[config.mk]
export PLATFORM = sky130hd
export DESIGN_NAME = icache_responder_flat
export DESIGN_NICKNAME = d
export VERILOG_FILES = /design/src/rtl/icache_responder_if.sv /design/src/rtl/icache_responder.sv /design/src/flat_wrapper.sv
export SDC_FILE = /design/constraint.sdc
export NUM_CORES = 2
export LEC_CHECK = 0
export CELL_PAD_IN_SITES_DETAIL_PLACEMENT = 1
export CELL_PAD_IN_SITES_GLOBAL_PLACEMENT = 2
export CORE_MARGIN = 1.5
export CORE_UTILIZATION = 48
export CTS_BUF_LIST = sky130_fd_sc_hd__clkbuf_8
export DETAILED_ROUTE_END_ITERATION = 10
export PLACE_DENSITY_LB_ADDON = 0.05
export SYNTH_ARGS = -nofsm -noshare
export SYNTH_HDL_FRONTEND = slang
export SYNTH_SLANG_ARGS = --single-unit
[constraint.sdc]
create_clock -name clk -period 5 [get_ports clk]
set_clock_uncertainty 0.05 [all_clocks]
set_input_delay 1 -clock clk [delete_from_list [all_inputs] [get_ports clk]]
set_output_delay 1 -clock clk [all_outputs]
set_load 0.02 [all_outputs]
[src/rtl/icache_responder_if.sv]
// ---------------------------------------------------------------------------
// icache_responder_if
// Bundles the fetch-side and refill-side signals of the instruction cache.
//   pc_if        fetch byte address (bits [1:0] ignored)
//   instr_if     instruction returned for pc_if (combinational)
//   ready_o      instr_if valid for pc_if; low stalls the fetch stage
//   flush_i      invalidate every line (fence.i)
//   mem_req_o    one-cycle refill request pulse
//   mem_addr_o   line-aligned refill address, held for the whole refill
//   mem_rvalid_i refill beat valid
//   mem_rdata_i  refill beat data, word 0 first
// slave  : the cache side
// master : the fetch stage / memory model side
// ---------------------------------------------------------------------------
interface icache_responder_if;
    logic [31:0] pc_if;
    logic [31:0] instr_if;
    logic        ready_o;
    logic        flush_i;
    logic        mem_req_o;
    logic [31:0] mem_addr_o;
    logic        mem_rvalid_i;
    logic [31:0] mem_rdata_i;

    modport slave (
        input  pc_if,
        input  flush_i,
        input  mem_rvalid_i,
        input  mem_rdata_i,
        output instr_if,
        output ready_o,
        output mem_req_o,
        output mem_addr_o
    );

    modport master (
        output pc_if,
        output flush_i,
        output mem_rvalid_i,
        output mem_rdata_i,
        input  instr_if,
        input  ready_o,
        input  mem_req_o,
        input  mem_addr_o
    );
endinterface

[src/rtl/icache_responder.sv]
// ---------------------------------------------------------------------------
// icache_responder
// Direct-mapped instruction cache with zero-cycle hit latency. A miss latches
// the line address, issues a single request pulse and collects WORDS beats
// before validating the line. Only one refill is ever outstanding.
// Ports:
//   clk    single clock, all state changes on posedge
//   reset  synchronous active-high reset
//   bus    icache_responder_if.slave (fetch lookup + refill channel)
// Assumes LINES and WORDS are powers of two with WORDS >= 2.
// ---------------------------------------------------------------------------
module icache_responder #(
    parameter int          LINES     = 16,
    parameter int          WORDS     = 4,
    parameter logic [31:0] NOP_INSTR = 32'h0000_0013
) (
    input  logic               clk,
    input  logic               reset,
    icache_responder_if.slave  bus
);

    localparam int WORD_W  = $clog2(WORDS);
    localparam int IDX_W   = $clog2(LINES);
    localparam int OFF_W   = WORD_W + 2;
    localparam int TAG_LSB = OFF_W + IDX_W;
    localparam int TAG_W   = 32 - TAG_LSB;

    typedef enum logic [1:0] {
        ST_IDLE = 2'd0,
        ST_REQ  = 2'd1,
        ST_FILL = 2'd2
    } state_e;

    // Control state
    state_e              state_q,   state_d;
    logic [LINES-1:0]    valid_q,   valid_d;
    logic [31:0]         addr_q,    addr_d;
    logic [WORD_W-1:0]   beat_q,    beat_d;
    logic                discard_q, discard_d;

    // Storage (no reset needed: guarded by valid_q)
    logic [TAG_W-1:0]    tag_q  [LINES];
    logic [31:0]         data_q [LINES][WORDS];

    // Combinational helpers
    logic [WORD_W-1:0]   pc_word_s;
    logic [IDX_W-1:0]    pc_idx_s;
    logic [TAG_W-1:0]    pc_tag_s;
    logic [IDX_W-1:0]    fill_idx_s;
    logic [TAG_W-1:0]    fill_tag_s;
    logic                hit_s;
    logic                last_beat_s;
    logic                data_we_s;
    logic                tag_we_s;
    logic                ready_s;
    logic [31:0]         instr_s;
    logic                mem_req_s;
    logic [31:0]         mem_addr_s;
    logic                unused_pc_lsb_s;

    // Lookup address split
    assign pc_word_s       = bus.pc_if[OFF_W-1:2];
    assign pc_idx_s        = bus.pc_if[TAG_LSB-1:OFF_W];
    assign pc_tag_s        = bus.pc_if[31:TAG_LSB];
    assign unused_pc_lsb_s = ^bus.pc_if[1:0];

    // Refill target comes from the latched address, never from the live pc
    assign fill_idx_s  = addr_q[TAG_LSB-1:OFF_W];
    assign fill_tag_s  = addr_q[31:TAG_LSB];

    assign hit_s       = valid_q[pc_idx_s] && (tag_q[pc_idx_s] == pc_tag_s);
    assign last_beat_s = (beat_q == WORD_W'(WORDS - 1));

    // Next-state and output decode
    always_comb begin
        state_d    = state_q;
        valid_d    = valid_q;
        addr_d     = addr_q;
        beat_d     = beat_q;
        discard_d  = discard_q;
        data_we_s  = 1'b0;
        tag_we_s   = 1'b0;
        ready_s    = 1'b0;
        instr_s    = NOP_INSTR;
        mem_req_s  = 1'b0;
        mem_addr_s = 32'd0;

        case (state_q)
            ST_IDLE: begin
                if (bus.flush_i) begin
                    // Flush cycle stalls fetch; valid bits are cleared below
                    ready_s = 1'b0;
                end else if (hit_s) begin
                    ready_s = 1'b1;
                    instr_s = data_q[pc_idx_s][pc_word_s];
                end else begin
                    addr_d    = {bus.pc_if[31:OFF_W], {OFF_W{1'b0}}};
                    discard_d = 1'b0;
                    state_d   = ST_REQ;
                end
            end
            ST_REQ: begin
                mem_req_s  = 1'b1;
                mem_addr_s = addr_q;
                beat_d     = {WORD_W{1'b0}};
                state_d    = ST_FILL;
            end
            ST_FILL: begin
                mem_addr_s = addr_q;
                if (bus.mem_rvalid_i) begin
                    data_we_s = 1'b1;
                    beat_d    = beat_q + WORD_W'(1);
                    if (last_beat_s) begin
                        state_d   = ST_IDLE;
                        discard_d = 1'b0;
                        // A flush seen earlier in this refill, or right now,
                        // leaves the line invalid
                        if (!discard_q && !bus.flush_i) begin
                            valid_d[fill_idx_s] = 1'b1;
                            tag_we_s            = 1'b1;
                        end else begin
                            tag_we_s = 1'b0;
                        end
                    end else begin
                        state_d = ST_FILL;
                    end
                end else begin
                    data_we_s = 1'b0;
                end
            end
            default: begin
                state_d = ST_IDLE;
            end
        endcase

        // Flush clears every line in any state; a refill in flight is
        // marked so its completion does not revalidate a stale line
        if (bus.flush_i) begin
            valid_d = {LINES{1'b0}};
            if ((state_q != ST_IDLE) && !(state_q == ST_FILL && bus.mem_rvalid_i && last_beat_s)) begin
                discard_d = 1'b1;
            end else begin
                discard_d = discard_d;
            end
        end else begin
            valid_d = valid_d;
        end
    end

    // Control state registers with synchronous reset
    always_ff @(posedge clk) begin
        if (reset) begin
            state_q   <= ST_IDLE;
            valid_q   <= {LINES{1'b0}};
            addr_q    <= 32'd0;
            beat_q    <= {WORD_W{1'b0}};
            discard_q <= 1'b0;
        end else begin
            state_q   <= state_d;
            valid_q   <= valid_d;
            addr_q    <= addr_d;
            beat_q    <= beat_d;
            discard_q <= discard_d;
        end
    end

    // Tag and data arrays; a beat arriving in a reset cycle is dropped
    always_ff @(posedge clk) begin
        if (data_we_s && !reset) begin
            data_q[fill_idx_s][beat_q] <= bus.mem_rdata_i;
        end
        if (tag_we_s && !reset) begin
            tag_q[fill_idx_s] <= fill_tag_s;
        end
    end

    assign bus.ready_o    = ready_s;
    assign bus.instr_if   = instr_s;
    assign bus.mem_req_o  = mem_req_s;
    assign bus.mem_addr_o = mem_addr_s;

endmodule

[src/flat_wrapper.sv]
// flat-port wrapper written by rule: the top's interface ports become plain ports
module icache_responder_flat 
#(
    parameter int          LINES     = 16,
    parameter int          WORDS     = 4,
    parameter logic [31:0] NOP_INSTR = 32'h0000_0013
)
  (clk, reset, bus_pc_if, bus_flush_i, bus_mem_rvalid_i, bus_mem_rdata_i, bus_instr_if, bus_ready_o, bus_mem_req_o, bus_mem_addr_o);
  icache_responder_if bus_i ();
  input  logic clk;
  input  logic reset;
  input wire logic [$bits(bus_i.pc_if)-1:0] bus_pc_if;
  input wire logic [$bits(bus_i.flush_i)-1:0] bus_flush_i;
  input wire logic [$bits(bus_i.mem_rvalid_i)-1:0] bus_mem_rvalid_i;
  input wire logic [$bits(bus_i.mem_rdata_i)-1:0] bus_mem_rdata_i;
  output wire logic [$bits(bus_i.instr_if)-1:0] bus_instr_if;
  output wire logic [$bits(bus_i.ready_o)-1:0] bus_ready_o;
  output wire logic [$bits(bus_i.mem_req_o)-1:0] bus_mem_req_o;
  output wire logic [$bits(bus_i.mem_addr_o)-1:0] bus_mem_addr_o;
  assign bus_i.pc_if = bus_pc_if;
  assign bus_i.flush_i = bus_flush_i;
  assign bus_i.mem_rvalid_i = bus_mem_rvalid_i;
  assign bus_i.mem_rdata_i = bus_mem_rdata_i;
  assign bus_instr_if = bus_i.instr_if;
  assign bus_ready_o = bus_i.ready_o;
  assign bus_mem_req_o = bus_i.mem_req_o;
  assign bus_mem_addr_o = bus_i.mem_addr_o;
  icache_responder #(.LINES(LINES), .WORDS(WORDS), .NOP_INSTR(NOP_INSTR)) u_core (.clk(clk), .reset(reset), .bus(bus_i));
endmodule
# After elaboration in Yosys (flattened, before gate mapping)
# Memories as Yosys holds them, arrays and structs flattened.
# Index checks and enable logic that the tools add are counted.
dict set report totals {
  regBits 49
  ram_bits 2432
  out_inout_bits 66
  mem_count 2
}
# name words word_bits rd rd_ports_with_merged_regs write_ports line_no
set memory_table {}
lappend memory_table {u_core.data_q 16 128 1 0 1 icache_responder.sv:43} ;# logic [31:0] data_q [LINES][WORDS];
lappend memory_table {u_core.tag_q 16 24 1 0 1 icache_responder.sv:42} ;# logic [TAG_W-1:0] tag_q [LINES];
dict set report classes {
  n_addsub 1
  order_cmp 6
  eq_ne 7
  mux 41
  n_bitwise 5
  reduce_logical 22
}
# cell n
set ops {}
lappend ops {{$mux 32} 7}
lappend ops {{$mux 128} 1}
lappend ops {{$bmux 32 s2} 1}
lappend ops {{$demux 32 s2} 1}
lappend ops {{$eq 24x24->1} 1}
lappend ops {{$mux 1} 21}
lappend ops {{$or 16x16->16} 1}
lappend ops {{$lt 4x5->1 const B} 2}
lappend ops {{$mux 2} 5}
lappend ops {{$logic_and 1x1->1} 9}
lappend ops {{$ge 3x3->1 const B} 2}
lappend ops {{$ne 2x2->1 const B} 3}
lappend ops {{$not 2->3} 2}
lappend ops {{$pmux 2 s3} 1}
lappend ops {{$reduce_and 3->1} 2}
lappend ops {{$bmux 1 s4} 1}
lappend ops {{$demux 1 s4} 1}
lappend ops {{$eq 2x2->1 const B} 2}
lappend ops {{$ge 4x1->1 const B} 1}
lappend ops {{$logic_not 1->1} 4}
lappend ops {{$pmux 2 s2} 1}
lappend ops {{$reduce_and 4->1} 1}
lappend ops {{$reduce_bool 2->1} 2}
lappend ops {{$reduce_or 2->1} 2}
lappend ops {{7 further kinds} 8}

# Logic depth before layout (Yosys ltp)
dict set report logic_depth {
  ltp_word 9
  mapped_depth 16
}

# Worst setup path after synthesis
# No wires, ideal clock.
dict set report synth_timing {
  kind {input to output}
  start {in bus_pc_if[4]}
  end {out bus_instr_if[0]}
  arrival_time_ps 4259
  required_time_ps 3950
  slack_ps -309
  cell_stages 10
  cell_sequence {buf_6 buf_4 buf_4 buf_2 buf_2 buf_1 mux4_2 mux4_2 mux4_2 or2_1}
}
dict set report synth_via {
  elab_chain_len 7
  word_cells_on_any_way 12
}
# item line_no
set synth_lines {}
lappend synth_lines {{from (decl)} flat_wrapper.sv:12} ;# input wire logic [$bits(bus_i.pc_if)-1:0] bus_pc_if;
lappend synth_lines {{$mem_v2 16x128} -}
lappend synth_lines {{$bmux 32 s2} icache_responder.sv:95} ;# instr_s = data_q[pc_idx_s][pc_word_s];
lappend synth_lines {{$mux 32 (implied by the code) (2 in series)} icache_responder.sv:95}
lappend synth_lines {{$mux 32 *} icache_responder.sv:93} ;# end else if (hit_s) begin
lappend synth_lines {{$mux 32 *} icache_responder.sv:90} ;# if (bus.flush_i) begin
lappend synth_lines {{$mux 32 *} icache_responder.sv:88} ;# case (state_q)
lappend synth_lines {{to (decl)} flat_wrapper.sv:16} ;# output wire logic [$bits(bus_i.instr_if)-1:0] bus_instr_if;
# Mark *: on every way between the ends. The rest lies on a longest branch, timed or not. The select of a mux whose other input is x is not followed.

# Worst setup path after layout
dict set report layout_timing {
  start {mem u_core.tag_q[8][0] in the netlist's numbering}
  end {out bus_instr_if[15]}
}
dict set report layout_via {
  elab_chain_len 6
}
# item line_no
set layout_lines {}
lappend layout_lines {{from (decl)} icache_responder.sv:42}
lappend layout_lines {{$mem_v2 16x24} -}
lappend layout_lines {{$eq 24x24->1} icache_responder.sv:71} ;# assign hit_s = valid_q[pc_idx_s] && (tag_q[pc_idx_s] == pc_tag_s);
lappend layout_lines {{$logic_and 1x1->1} icache_responder.sv:71}
lappend layout_lines {{$mux 32} icache_responder.sv:93}
lappend layout_lines {{$mux 32} icache_responder.sv:90}
lappend layout_lines {{$mux 32} icache_responder.sv:88}
# No other way between the ends.

==> reports/qor.csv <==
metric,value,unit
post-synthesis sequential area ratio,77.4,%
setup ws final,-0.867,ns
max-slew violation count,0,
Overflow after GRT,0,
Fin. Hold Viols,0,
Worst-Skew Late Latency,1.11,ns
total track usage,28.1,%
hold_buf cts,0,
P_int,32.2,mW
core area,0.198,mm²
CTS max path bufs,4,
Fin Hold WS,0.423,ns
Initial Util,48.4,%
synth cell count leaders,"2432 x edfxtp_1, 742 x mux4_2, 118 x clkbuf_1",
Post-Place Worst Slack,-1.24,ns
Critical path buffers and inverters,4,
Worst-Margin Slew,1.16,ns
relative slew slack,22.5,%
vias per inst,6.22,
Synth area leaders,"edfxtp_1 76%, mux4_2 17%, mux2i_1 1.1%",
port bufs,127,
dpl cell area,0.103,mm²
CTS Sinks,2481,
failing checks,negative setup slack,
Gate Count Post-Synth,4032,
Comb pwr share,5.2,%
worst-path fanout max,5,
WL final,281000,µm
R2R depth,12,
r2r endpoint,u_core.addr_q[26],
CTS tree,yes,
Die W,449,µm
FF-to-FF Start,u_core.tag_q[8][0],
Crit path max-delay family,simple AND/OR/NAND/NOR gates,
Yosys warnings,0,
"Req. time, crit path",3.95,ns
share of cells above drive strength 1,34.5,%
PwrDens,375,mW/mm²
sequential power share,55.4,%
Area Overhead vs Synth,16.0,%
NetSw,9.39,mW
top-count cell post-synth,edfxtp_1,
Hold Path Depth,2,
Max Freq,0.170,GHz
drt first pass iters,5,
mapped cell area,0.0957,mm²
placer congestion estimate,0.792,
RSZ-0062 raised after global routing,true,
post-route insts no fill,7614,
DR WL/cell,36.9,µm
startpoint types,register,
r2r setup slk,1.38,ns
Syn Area/Cell,23.7,µm²
Sw Ratio,22.6,%
IO Count,134,
vias in the first global route,49100,
Critical Path AT,4.82,ns
dpl hpwl,147000,µm
"CTS clk-pin slew, worst paths",0.06,ns
# DRC,0,
Die ar.,0.202,mm²
Final period util,117,%
CP Cell Sequence,mux4_2 > mux2i_2 > nor2_1 > or4_1 > or4_4 > a2111oi_4 > nand3_1 > or3_4 > buf_12 > buf_16 > buf_8 > nor2b_4 > buf_6,
crit path kind,register to output port,
Vias,47300,
cell taking the most area after synthesis,edfxtp_1,
Num CTS Buffers,421,
Critical Path End Type,output port,
min cycle time layout,5.87,ns
CP peak stage delay,0.50,ns
die height,449,µm
H-tree levels,5,
Synth async-reset ratio,0,%
global-route wire length before repair,391000,µm
WHS Endpoint,u_core.valid_q[6],
nets,4720,
placed cell count,6850,
maximum vdd drop,275,µV
"Distinct cells, synth",61,
Most used DFF post-synth,edfxtp_1,
initial antenna violation count,17,
"flops & latches, synth",2481,
worst hold path class,register to register,
Post-DRT Antenna Nets,0,
Core Rows,163,
Total Power,41.6,mW
Worst path depth,13,
"EDFF count, synth",2432,
cell area after layout,0.111,mm²
outcome,"complete, but fails checks",
clk root buf,clkbuf_8,
post-route setup TNS,-25.73,ns
CP max stage cell,mux4_2,
Hold Crit Start,u_core.valid_q[6],
DR iter-0 viols,4959,
Static Leak,35.4,nW
Clk pwr share,39.4,%
final setup vio count,33,
post-synth top area share,76.3,%
largest net degree at the start of global routing,142,
final core occ,56.1,%
Max-Cap Viols,0,
==> how the worst max path moves through the flow <==
| stage | start | to | slack [ns] |
|---|---|---|---|
| 2_1_floorplan | bus_pc_if[5] | bus_instr_if[10] | -0.04 |
| 3_3_place_gp | bus_pc_if[5] | bus_instr_if[0] | -1.23 |
| 3_5_place_dp | bus_pc_if[5] | bus_instr_if[0] | -1.24 |
| 4_1_cts | u_core.tag_q[8][0] | bus_instr_if[4] | -0.95 |
| 5_1_grt | u_core.tag_q[8][0] | bus_instr_if[1] | -1.04 |
| 6_report | u_core.tag_q[8][0] | bus_instr_if[15] | -0.87 |
==> state kept, by name (all words and copies together) (netlist names) <==
name	cells
u_core.addr_q	28
u_core.beat_q	2
u_core.discard_q	1
u_core.data_q	2048
u_core.state_q	2
u_core.tag_q	384
u_core.valid_q	16
==> kinds of logic (layout without fill, tap and decap cells) <==
logic type                 count (synthesis)  count (layout)  synth area share [%]
AOI/OAI and AO/OA                         97              97                 0.757
xor gates and xnor gates                  34              34                 0.311
adders and majority gates                  7               7                0.0915
buffers and inverters                    239            1172                  1.09
DFF                                     2481            2481                  77.4
muxes                                    857             857                  18.7
other                                      1              10               0.00392
and+or+nand+nor                          316             316                  1.71
==> area by class of cell <==
type	instances	area, µm²
Antenna cell	6	15.0
Clock buffer	438	6030
Clock inverter	308	1370
Fill cell	16500	86700
Inverter	14	57.6
Multi-Input combinational cell	1315	21500
Sequential cell	2481	74000
Tap cell	2640	3300
Timing Repair Buffer	412	4670
==> worst register-to-register path, delay by kind of cell (launching register included) <==
kind                   cells  cell delay, ns
buffers and inverters      3            0.45
AO/OA/AOI/OAI              2            0.64
multiplexers               3            0.90
flip-flops                 1            0.36
AND/OR/NAND/NOR            4            1.06
==> metal layers <==
metal	part of all wire [%]	GRT usage, %	routed length, µm	vias to the layer above
met4	2.6	7.90	7410	2
met2	50	45.8	140000	2084
li1	-	-	-	18500
met3	6.7	4.75	18900	428
met5	0.0046	0	13	-
met1	41	39.3	115000	26300
==> power by group through the flow <==
stage | clock [mW] | combinational, mW | sequential [mW]
5_1_grt | 17.6 | 2.32 | 23.1
6_report | 16.4 | 2.18 | 23.1
4_1_cts | 16.7 | 2.21 | 23.1
3_3_place_gp | 0 | 2.17 | 23.5
3_5_place_dp | 0 | 2.19 | 23.5
2_1_floorplan | 0 | 1.27 | 23.4
==> what timing repair did <==
item                       CTS  global route
setup endpoints to repair   33            33
gates cloned                 2             0
pin swaps                    3             1
buffers inserted            12             0
resized for setup          185            30
==> cells in the final DEF, fill, tap and decap left out, types with 8 or more instances in the layout <==
| cell type | instances |
|---|---|
| edfxtp_1 | 2432 |
| mux4_2 | 742 |
| clkbuf_8 | 439 |
| buf_4 | 176 |
| inv_1 | 169 |
| clkinv_1 | 114 |
| mux2i_1 | 104 |
| buf_12 | 103 |
| nor2_4 | 81 |
| nand2b_1 | 58 |
| clkdlybuf4s50_1 | 55 |
| dfxtp_1 | 49 |
| buf_6 | 35 |
| buf_2 | 33 |
| nor2_1 | 32 |
| and2_1 | 29 |
| nor2b_4 | 29 |
| clkinv_2 | 27 |
| nand2_1 | 25 |
| a22oi_1 | 19 |
| nand3_1 | 18 |
| xnor2_1 | 17 |
| xor2_1 | 16 |
| o21ai_0 | 11 |
| a31oi_1 | 11 |
| nor2b_1 | 9 |
| a21oi_1 | 9 |
| mux2_2 | 8 |
Power figures use the tool's default switching activity.
